### config.mk
export PLATFORM = sky130hd
export DESIGN_NAME = cfg_commit
export DESIGN_NICKNAME = d
export VERILOG_FILES = /design/src/rtl/cfg_commit_pkg.sv /design/src/rtl/crc8_serial.sv /design/src/rtl/cfg_commit.sv
export SDC_FILE = /design/constraint.sdc
export NUM_CORES = 1
export LEC_CHECK = 0
export BUFFER_PORTS_ARGS = -buffer_cell sky130_fd_sc_hd__buf_2
export CAP_MARGIN = 25
export CORE_MARGIN = 4
export CORE_UTILIZATION = 55
export CTS_BUF_LIST = sky130_fd_sc_hd__clkbuf_4 sky130_fd_sc_hd__clkbuf_8
export DETAILED_ROUTE_END_ITERATION = 16
export PLACE_DENSITY = 0.76
export RECOVER_POWER = 25
export SYNTH_ARGS = -nofsm -noshare
export SYNTH_HDL_FRONTEND = slang
export SYNTH_SLANG_ARGS = --single-unit
### constraint.sdc
create_clock -name clk -period 2.1 [get_ports clk]
set_input_delay 0.105 -clock clk [delete_from_list [all_inputs] [get_ports clk]]
set_output_delay 0.105 -clock clk [all_outputs]
set_load 0.01 [all_outputs]
### src/rtl/cfg_commit_pkg.sv
// cfg_commit_pkg: shared widths, CRC polynomial and FSM states for the config commit block
package cfg_commit_pkg;
  localparam int CTRL_W = 192;
  localparam int CRC_W = 8;
  localparam int FRAME_LEN = CTRL_W + CRC_W;
  localparam logic [7:0] CRC_POLY = 8'h07;
  typedef enum logic [1:0] {IDLE, SHIFT, CHECK} state_t;
endpackage

### src/rtl/crc8_serial.sv
// crc8_serial: one-bit MSB-first CRC-8 update step
module crc8_serial
  import cfg_commit_pkg::*;
(
  input  logic [7:0] crc_in,
  input  logic       bit_in,
  output logic [7:0] crc_out
);
  always_comb crc_out = {crc_in[6:0], 1'b0} ^ ((crc_in[7] ^ bit_in) ? CRC_POLY : 8'h00);
endmodule

### src/rtl/cfg_commit.sv
// cfg_commit: serial config frame receiver; applies the control word only for full frames with a clean CRC
module cfg_commit #(
  parameter int CTRL_W = cfg_commit_pkg::CTRL_W,
  parameter int CRC_W = cfg_commit_pkg::CRC_W,
  parameter int CNT_W = 8
) (
  input  logic              clk,
  input  logic              rst_n,
  input  logic              enable,
  input  logic              data_in,
  output logic              data_out,
  output logic [CTRL_W-1:0] ctrl_out,
  output logic              cfg_ok,
  output logic              cfg_err
);
  import cfg_commit_pkg::*;
  localparam int FL = CTRL_W + CRC_W;
  state_t state;
  logic [FL-1:0] sr;
  logic [CNT_W-1:0] cnt;
  logic [7:0] crc, crc_nxt;
  // a new frame restarts the CRC from zero in the same cycle it shifts its first bit
  crc8_serial u_crc (
    .crc_in (state == IDLE ? 8'h00 : crc),
    .bit_in (data_in),
    .crc_out(crc_nxt)
  );
  assign data_out = sr[FL-1];
  always_ff @(posedge clk or negedge rst_n) begin
    if (!rst_n) begin
      state    <= IDLE;
      sr       <= '0;
      cnt      <= '0;
      crc      <= '0;
      ctrl_out <= '0;
      cfg_ok   <= 1'b0;
      cfg_err  <= 1'b0;
    end else begin
      cfg_ok <= 1'b0;
      case (state)
        IDLE: if (enable) begin
          sr      <= {sr[FL-2:0], data_in};
          crc     <= crc_nxt;
          cnt     <= CNT_W'(1);
          cfg_err <= 1'b0;
          state   <= SHIFT;
        end
        SHIFT: if (enable) begin
          sr  <= {sr[FL-2:0], data_in};
          crc <= crc_nxt;
          cnt <= (cnt == '1) ? cnt : cnt + 1'b1;
        end else state <= CHECK;
        CHECK: begin
          state <= IDLE;
          if (cnt == CNT_W'(FL) && crc == 8'h00) begin
            ctrl_out <= sr[FL-1:CRC_W];
            cfg_ok   <= 1'b1;
          end else cfg_err <= 1'b1;
        end
        default: state <= IDLE;
      endcase
    end
  end
endmodule

# == Yosys cells after proc, flatten, opt, wreduce, memory -nomap -nowiden ==
# Cells that the tools add are included.
# word_totals
register_bits,412
in_bits,4
out_inout_bits,195
elab_cells,44
# classes
addsub,1
eq_ne,9
n_mux,14
bitwise,2
n_reduce_logical,11
# op_table
operator,count
$mux W8,4
$eq A8 B8 Y1 const B,2
$pmux W8 S2,1
$ne A2 B2 Y1 const B,5
$add A8 B1 Y8 const B,1
$logic_not A8 Y1,1
$xor A8 B8 Y8,1
$reduce_and A2 Y1,3
$mux W1,4
$mux W2,2
$pmux W2 S2,1
$reduce_and A4 Y1,1
$reduce_bool A2 Y1,2
$mux W3,1
$reduce_and A3 Y1,1
$eq A2 B1 Y1 const B,1
$eq A2 B2 Y1 const B,1
$logic_not A2 Y1,1
$pmux W1 S2,1
$reduce_or A2 Y1,1
$logic_and A1 B1 Y1,1
$xor A1 B1 Y1,1

# == Logic depth before layout (Yosys ltp) ==
# Gate-level depths: netlist of run 1.
# depth
ltp_word,5
mapped_depth,8
mapped_depth_nobuf,6

# == Cells and area by module ==
# From an unflattened synthesis of run 1, not the netlist that was laid out.
# hier_totals
cells_unflattened,1368
area_unflattened_um2,15697.6
# modules_own_cells
module,instances,cells_per_inst,area_per_inst_um2,seq_area_each_um2
cfg_commit,1,1360,15603.7,10309.9
crc8_serial,1,8,93.8,0.0

# == Worst setup path after synthesis of run 1 ==
# Ideal clock, no wire load.
# synth_timing
path_type,register to register
startpoint,register cnt[0]
endpoint,register ctrl_out[100]
setup_time_ns,0.127
arrival_time_ns,1.755
required_time_ns,1.973
setup_slack_ns,0.218
path_stages_with_launch,9
path_buffers,2
synth_period_minus_slack_ns,1.882
path_cell_list,dfrtp_1 inv_1 ha_1 nor4b_2 nand4_1 nor2_4 buf_6 buf_6 mux2_1
# synth_between
elab_chain_len,3
# synth_lines
item,line,rtl
from (decl),cfg_commit.sv:20,logic [CNT_W-1:0] cnt;
from (signal assigned),cfg_commit.sv:51,cnt <= (cnt == '1) ? cnt : cnt + 1'b1;
$eq A8 B8 Y1,cfg_commit.sv:55,if (cnt == CNT_W'(FL) && crc == 8'h00) begin
$logic_and A1 B1 Y1,cfg_commit.sv:55,
$reduce_and A2 Y1 (no line),n/a,
to (signal assigned),cfg_commit.sv:56,ctrl_out <= sr[FL-1:CRC_W];
to (decl),cfg_commit.sv:12,"output logic [CTRL_W-1:0] ctrl_out,"
# No other way between the ends.
# A chain may end at the register's enable or synchronous reset.

# == Worst setup path after layout of run 1 ==
# layout_timing
startpoint,register cnt[1]
endpoint,register ctrl_out[26]
# The elaborated chain is that of the path after synthesis.

==> results of run 1 <==
through the flow:
step	utilization [%]	cells	hold WS (ns)
floorplan	-	1360	-0.191
global placement	61.6	1907	0.0940
detailed placement	61.6	1907	0.0962
CTS	66.9	2025	0.0735
global route	68.1	2031	0.372
finish	68.1	2031	0.347
synth_stat cells, types with 3 or more instances:
| cell | number | area share (%) |
|---|---|---|
| xor2_1 | 4 | 0.22 |
| mux2_1 | 180 | 13 |
| buf_12 | 11 | 1.4 |
| inv_1 | 5 | 0.12 |
| nand4_1 | 4 | 0.16 |
| mux2_2 | 12 | 0.86 |
| clkbuf_1 | 42 | 1.0 |
| nand2b_1 | 3 | 0.12 |
| buf_1 | 7 | 0.17 |
| nor4b_2 | 3 | 0.29 |
| nor3b_1 | 3 | 0.14 |
| buf_6 | 9 | 0.64 |
| nor2_1 | 5 | 0.12 |
| dfrtp_1 | 412 | 65 |
| nand2_1 | 619 | 15 |
| a22o_1 | 3 | 0.17 |
| o211ai_1 | 4 | 0.19 |
| o21ai_0 | 14 | 0.44 |
registers in the layout (all words and copies together), names as in the netlist:
name      count
sr          200
crc           8
ctrl_out    192
cnt           8
cfg_err       1
state         2
cfg_ok        1
cell usage in the layout, fill, tap and decap left out, types with 4 or more instances in the layout:
| cell type | n |
|---|---|
| dfrtp_1 | 412 |
| clkbuf_2 | 5 |
| clkbuf_4 | 21 |
| nor2_1 | 5 |
| inv_1 | 5 |
| o211ai_1 | 4 |
| nand4_1 | 4 |
| buf_6 | 7 |
| buf_4 | 21 |
| buf_2 | 198 |
| clkinv_2 | 4 |
| clkbuf_8 | 76 |
| mux2_2 | 8 |
| mux2_1 | 106 |
| o21ai_0 | 14 |
| mux2_4 | 78 |
| buf_12 | 17 |
| xor2_1 | 4 |
| nand2_1 | 619 |
| clkinvlp_4 | 4 |
cell families (layout without fill, tap and decap cells):
group	count (synthesis)	count (layout)	share of synthesized area, %
buffers and inverters	76	369	3.40
AO/OA/AOI/OAI	28	28	1.18
multiplexers	192	192	13.7
AND/OR/NAND/NOR	646	646	16.0
adder cells (fa/ha/maj)	2	2	0.159
XOR/XNOR	4	4	0.222
flip-flops	412	412	65.4
power groups by stage:
stage                     clock, µW  combinational (µW)  sequential, µW
after floorplan                   0                 336            8330
after global placement            0                 641            8360
after detailed placement          0                 662            8360
after CTS                      6780                 713            8220
after global routing           7160                 817            8240
final                          6580                 717            8230
layer usage:
layer  global-route usage [%]  vias to the layer above
li1                         -                     4876
met1                     29.4                     5289
met2                     33.8                      283
met3                     4.52                       57
met4                     6.03                        0
met5                        0                        -
final cells by class:
cell class	count	area [µm²]	share of cell area, %
clock inverter	10	70.1	0.367
sequential	412	10300	54.1
clock buffer	95	1190	6.23
multi-input combinational	872	5240	27.5
tap	378	473	2.48
timing repair buffer	258	1760	9.23
inverter	6	27.5	0.144
worst min-delay path, stage by stage:
cell           delay (ns)
dlygate4sd3_1        0.53
buf_2                0.13
nand2_1              0.05
nand2_1              0.05
how the worst max path moves through the flow:
stage | from | end | slack [ns]
after global placement | cnt[1]$_DFFE_PN0P_ | ctrl_out[86]$_DFFE_PN0P_ | 0.06
final | cnt[1]$_DFFE_PN0P_ | ctrl_out[26]$_DFFE_PN0P_ | -0.04
after detailed placement | cnt[1]$_DFFE_PN0P_ | ctrl_out[110]$_DFFE_PN0P_ | -0.06
after global routing | cnt[1]$_DFFE_PN0P_ | ctrl_out[26]$_DFFE_PN0P_ | -0.16
after floorplan | cnt[0]$_DFFE_PN0P_ | ctrl_out[100]$_DFFE_PN0P_ | 0.22
after CTS | cnt[1]$_DFFE_PN0P_ | ctrl_out[151]$_DFFE_PN0P_ | -0.05
timing repair:
| action | CTS | global route |
|---|---|---|
| pin swaps | 1 | 1 |
| hold buffers | 3 | 0 |
| setup endpoints to repair | 169 | 192 |
| gates cloned | 2 | 3 |
| hold endpoints to repair | 355 | 0 |
| setup buffers | 8 | 4 |
| gates resized for setup | 11 | 78 |
==> PnR_summary.wiki, run 1 <==
{| class="wikitable"
! Metric !! Value
|-
| Number of design rule violations left after detail routing || 0
|-
| Hold path depth || 4
|-
| Largest net degree at the start of global routing || 125
|-
| Highest attainable clock frequency || 0.468 GHz
|-
| Chip height || 177 µm
|-
| Uppermost routed layer || met4
|-
| Number of H-tree levels || 3
|-
| Worst vdd ir || 0.000577 V
|-
| Net count reported at finish || 1622
|-
| Post-Place Setup Slack || -0.0630 ns
|-
| Starting Density || 56.3%
|-
| Clock tree root buffer cell || clkbuf_8
|-
| Result of the run || finished, violations left
|-
| Vias in the first global route || 10.6k
|-
| Data arrival time of the critical path || 2.57 ns
|-
| Post-synthesis register bit count || 412
|-
| Class of the tightest hold or removal check || in2reg
|-
| Hold Crit Start || data_in
|-
| Power consumption || 15500 µW
|-
| Critical path depth || 9
|-
| Distinct cell type count after synthesis || 34
|-
| Number of buffers and inverters on the critical path || 4
|-
| Largest fanout on the critical path || 17
|-
| Total routed wire length on the met1 layer || 14.9 mm
|-
| Switching Power || 3590 µW
|-
| Vias per cell || 5.17
|-
| # fillers || 2017
|-
| Final Worst Setup Slack || -0.0390 ns
|-
| Placeable core area || 0.0280 mm²
|-
| Total negative setup slack || -0.952 ns
|-
| Critical Path Source Type || flip-flop
|-
| Post-synth ARST share || 100%
|-
| Gate power share || 4.6%
|-
| Reg-to-reg critical path endpoint || ctrl_out[26]$_DFFE_PN0P_
|-
| Clock transition at the register clock pins on the worst setup and hold paths after CTS || 0.06 ns
|-
| Layout cells sized above 1 || 27.4%
|-
| Sw Ratio || 23.1%
|-
| Yosys Warn Count || 0
|-
| Antenna violations before repair || 0
|-
| Area growth from synthesis to layout || 20.9%
|-
| Maximum clock insertion buffer count || 3
|-
| Mean routed wirelength per cell || 16.4 µm
|-
| Path type of the worst setup path || reg2reg
|-
| Drt first-iter violations || 791
|-
| Drt first pass iters || 5
|-
| Diode count || 0
|-
| CTS tree || yes
|-
| Post-synth design cell area || 0.0158 mm²
|-
| GR Overflow Total || 0
|-
| Post-route ant nets || 0
|-
| Final Hold Vio Count || 0
|-
| Normalized max-slew margin || -9.78%
|-
| Clock latency reported for the late side of the worst-skew pair || 0.56 ns
|-
| Setup slack of the worst register-to-register path || -0.04 ns
|-
| Total routed wirelength || 33.2 mm
|-
| CP delay by family, top || simple AND/OR/NAND/NOR gates
|-
| Leak Pwr || 0.0110 µW
|-
| Sequential element share of the synthesized area || 65.4%
|-
| Worst path required time || 2.53 ns
|-
| Post-synthesis net count || 1366
|-
| Total routing usage reported by global routing || 21.0%
|-
| Pwr per Cell Area || 814 mW/mm²
|-
| Cell-by-cell trace of the critical path || inv_1 > ha_2 > nor4b_4 > nand4_1 > nor2_4 > buf_6 > buf_12 > buf_12 > mux2_1
|-
| Horizontal die dimension || 177 µm
|-
| Final number of max-transition violations || 59
|-
| Fraction of power consumed by sequential logic || 53.0%
|-
| Number of max-capacitance violations reported || 1
|-
| Number of enable flip-flop cells after synthesis || 0
|-
| Final period util || 102%
|-
| Number of sinks driven by the clock tree || 412
|-
| Final HPWL from detailed placement || 20.5 mm
|-
| Critical path's largest stage delay || 0.38 ns
|-
| Die area || 0.0315 mm²
|-
| Final setup fails || 87
|-
| Placed cell areas || 0.0173 mm²
|-
| Primary FF master, synth || dfrtp_1
|-
| RSZ-0062 raised after global routing || yes
|-
| Hold EP || sr[0]$_DFFE_PN0P_
|-
| Cell count of the worst reg-to-reg path || 9
|-
| Placement Rows || 61
|-
| Slowest stage cell, crit path || dfrtp_1
|-
| Skew final || 0.0182 ns
|-
| Violated checks || capacitance limit, slew limit, setup timing
|-
| Final Cell Area || 0.0191 mm²
|-
| Final period demand of the worst path || 2.14 ns
|-
| Total number of vias || 10.5k
|-
| Worst R2R Start || cnt[1]$_DFFE_PN0P_
|-
| Capturing element type of the critical path || flip-flop
|-
| # port buffers || 198
|-
| Clock network fraction of total power || 42.4%
|-
| Worst slew pin tran || 1.65 ns
|-
| Cell internal power dissipation || 11900 µW
|-
| Most common cell type on the critical path || buf_12
|-
| Routability congestion estimate from global placement || 0.804
|-
| Routed length on met2 || 15.8 mm
|-
| Detail Route met3 WL || 1.94 mm
|-
| Count of boundary I/O pins || 199
|-
| TritonCTS Buffers || 66
|-
| Cells after synthesis || 1360
|-
| Mean cell area of the mapped netlist || 11.6 µm²
|-
| First-pass GRT wire length || 54.0 mm
|}
No activity file was read; power rests on OpenSTA's default activity.
==> inputs of run 2 (changes only) <==
--- a/config.mk
+++ b/config.mk
@@ -12,7 +12,7 @@
 export CTS_BUF_LIST = sky130_fd_sc_hd__clkbuf_4 sky130_fd_sc_hd__clkbuf_8
 export DETAILED_ROUTE_END_ITERATION = 16
 export PLACE_DENSITY = 0.76
-export RECOVER_POWER = 25
+export RECOVER_POWER = 100
 export SYNTH_ARGS = -nofsm -noshare
 export SYNTH_HDL_FRONTEND = slang
 export SYNTH_SLANG_ARGS = --single-unit
==> run 2 against run 1 <==
Against the previous run: the run still ends with capacitance limit, slew limit, setup timing left; sequential cell count unchanged; utilization decreased by 0.88 points; power about the same; clock-buffer cell count unchanged; first-iteration DRC count increased by 1.4%; critical path type unchanged; highest routed layer unchanged.
==> PnR_summary.wiki, run 2 (synthesized netlist as in run 1, its figures left out) <==
{| class="wikitable"
! Metric !! Value
|-
| CP delay by family, top || simple AND/OR/NAND/NOR gates
|-
| Final number of max-transition violations || 59 (unchanged)
|-
| Most common cell type on the critical path || buf_12
|-
| Worst vdd ir || 0.000583 V (+1.0%)
|-
| Largest reg by FF count || sr
|-
| Critical path's largest stage delay || 0.38 ns (about the same)
|-
| GR Overflow Total || 0 (unchanged)
|-
| CTS tree || yes
|-
| Pwr per Cell Area || 825 mW/mm² (+1.4%)
|-
| Slowest stage cell, crit path || dfrtp_1
|-
| Maximum clock insertion buffer count || 3 (unchanged)
|-
| Layout cells sized above 1 || 15.5% (-12 points)
|-
| TritonCTS Buffers || 66 (unchanged)
|-
| Largest net degree at the start of global routing || 125 (unchanged)
|-
| Final Worst Setup Slack || -0.0520 ns (-0.0130 ns)
|-
| Critical path depth || 9 (unchanged)
|-
| Total negative setup slack || -1.92 ns (-0.966 ns)
|-
| Hold path depth || 4 (unchanged)
|-
| RSZ-0062 raised after global routing || yes
|-
| Normalized max-slew margin || -11.1% (-1.3 points)
|-
| Violated checks || capacitance limit, slew limit, setup timing
|-
| First-pass GRT wire length || 54.0 mm (unchanged)
|-
| Most common cell after layout, fill and taps aside || nand2_1
|-
| Data arrival time of the critical path || 2.58 ns (about the same)
|-
| Chip height || 177 µm (unchanged)
|-
| Number of sinks driven by the clock tree || 412 (unchanged)
|-
| Max FFs per register || 200 (unchanged)
|-
| Critical Path Source Type || flip-flop
|-
| Final Hold Vio Count || 0 (unchanged)
|-
| Setup slack of the worst register-to-register path || -0.05 ns (about the same)
|-
| Cell count of the worst reg-to-reg path || 9 (unchanged)
|-
| Clock transition at the register clock pins on the worst setup and hold paths after CTS || 0.06 ns (about the same)
|-
| Drt first pass iters || 5 (unchanged)
|-
| Count of boundary I/O pins || 199 (unchanged)
|-
| Capturing element type of the critical path || flip-flop
|-
| Drt first-iter violations || 802 (+1.4%)
|-
| Number of design rule violations left after detail routing || 0 (unchanged)
|-
| # port buffers || 198 (unchanged)
|-
| Mean routed wirelength per cell || 16.4 µm (+0.32%)
|-
| Skew final || 0.0193 ns (+0.00106 ns)
|-
| Clock tree root buffer cell || clkbuf_8
|-
| Leak Pwr || 0.0101 µW (-7.9%)
|-
| Number of H-tree levels || 3 (unchanged)
|-
| Number of max-capacitance violations reported || 1 (unchanged)
|-
| Number of buffers and inverters on the critical path || 4 (unchanged)
|-
| Total routed wirelength || 33.4 mm (+0.32%)
|-
| Die area || 0.0315 mm² (unchanged)
|-
| Post-route ant nets || 0 (unchanged)
|-
| Vias in the first global route || 10.6k (unchanged)
|-
| Worst path required time || 2.53 ns (about the same)
|-
| Highest attainable clock frequency || 0.465 GHz (-0.60%)
|-
| Worst slew pin tran || 1.67 ns (+0.0191 ns)
|-
| Final HPWL from detailed placement || 20.5 mm (unchanged)
|-
| Class of the tightest hold or removal check || in2reg
|-
| Final period demand of the worst path || 2.15 ns (+0.0130 ns)
|-
| Clock latency reported for the late side of the worst-skew pair || 0.56 ns (about the same)
|-
| Starting Density || 56.3% (unchanged)
|-
| Result of the run || finished, violations left
|-
| Largest fanout on the critical path || 17 (unchanged)
|-
| Horizontal die dimension || 177 µm (unchanged)
|-
| Power consumption || 15500 µW (about the same)
|-
| Total routing usage reported by global routing || 21.0% (unchanged)
|-
| Diode count || 0 (unchanged)
|-
| Final period util || 102% (+0.62 points)
|-
| Net count reported at finish || 1622 (unchanged)
|-
| Antenna violations before repair || 0 (unchanged)
|-
| # fillers || 2138 (+6.0%)
|-
| Final setup fails || 124 (+43%)
|-
| Top flop regs || sr x200, ctrl_out x192
|-
| Path type of the worst setup path || reg2reg
|-
| Leading cell types in the layout, fill and taps excluded || nand2_1 (619), dfrtp_1 (412), clkbuf_1 (196), mux2_1 (106), mux2_4 (78)
|-
| Cell-by-cell trace of the critical path || inv_1 > ha_2 > nor4b_4 > nand4_1 > nor2_4 > buf_6 > buf_12 > buf_12 > mux2_1
|-
| Placeable core area || 0.0280 mm² (unchanged)
|-
| Vias per cell || 5.19 (+0.25%)
|-
| Routability congestion estimate from global placement || 0.804 (unchanged)
|-
| Total number of vias || 10.5k (+0.25%)
|-
| Placement Rows || 61 (unchanged)
|-
| Area growth from synthesis to layout || 19.3%
|}
## run 2: cell count changes in the layout (fill, tap and decap cells not counted), sizes merged
cell    change
buf       -198
clkbuf    +198
## run 2: area by class of cell
| cell class | instances | area [µm²] | share of cell area (%) |
|---|---|---|---|
| clock buffer | 95 | 1190 | 6.32 |
| clock inverter | 10 | 70.1 | 0.372 |
| inverter | 6 | 27.5 | 0.146 |
| multi-input combinational | 872 | 5240 | 27.8 |
| sequential | 412 | 10300 | 54.8 |
| tap | 378 | 473 | 2.51 |
| timing repair buffer | 258 | 1510 | 8.04 |
## run 2: layer usage
metal	vias up	track usage, %	part of all wire (%)
met4	0	6.03	2.0
met3	56	4.52	6.0
met5	-	0	0
met2	282	33.8	47
met1	5316	29.4	45
li1	4877	-	-
## run 2: power by group
part	internal [µW]	switching, µW	total, µW
sequential	8100	133	8230
combinational	219	497	716
clock	3620	2970	6590
total	11900	3600	15500
## run 2: worst paths after layout
kind	endpoint	from
min	sr[0]$_DFFE_PN0P_	data_in
max in group asynchronous	sr[124]$_DFFE_PN0P_	rst_n
min reg2reg	sr[8]$_DFFE_PN0P_	sr[7]$_DFFE_PN0P_
max	ctrl_out[26]$_DFFE_PN0P_	cnt[1]$_DFFE_PN0P_
min in group asynchronous	ctrl_out[97]$_DFFE_PN0P_	rst_n
max reg2reg	ctrl_out[26]$_DFFE_PN0P_	cnt[1]$_DFFE_PN0P_
## run 2: what timing repair did
item                                    CTS  global route
endpoints found under the hold margin   355             0
setup buffers                             8             4
hold buffers                              3             0
endpoints found under the setup margin  169           192
gates cloned                              2             3
resized for setup                        11            78
pin swaps                                 1             1
## run 2: tightest hold or removal path, delay by kind of cell
family        cells  cell delay (ns)
simple gates      2             0.10
buf+inv           2             0.66
## run 2: per-stage QoR
stage	util (%)	instance area, µm²	hold WS, ns	cells	setup slack (ns)
after global placement	61.6	17300	0.0940	1907	0.0634
after detailed placement	61.6	17300	0.0962	1907	-0.0630
after global routing	67.2	18800	0.372	2031	-0.163
final	67.2	18800	0.350	2031	-0.0520
after floorplan	-	15800	-0.191	1360	0.218
after CTS	66.9	18700	0.0735	2025	-0.0517
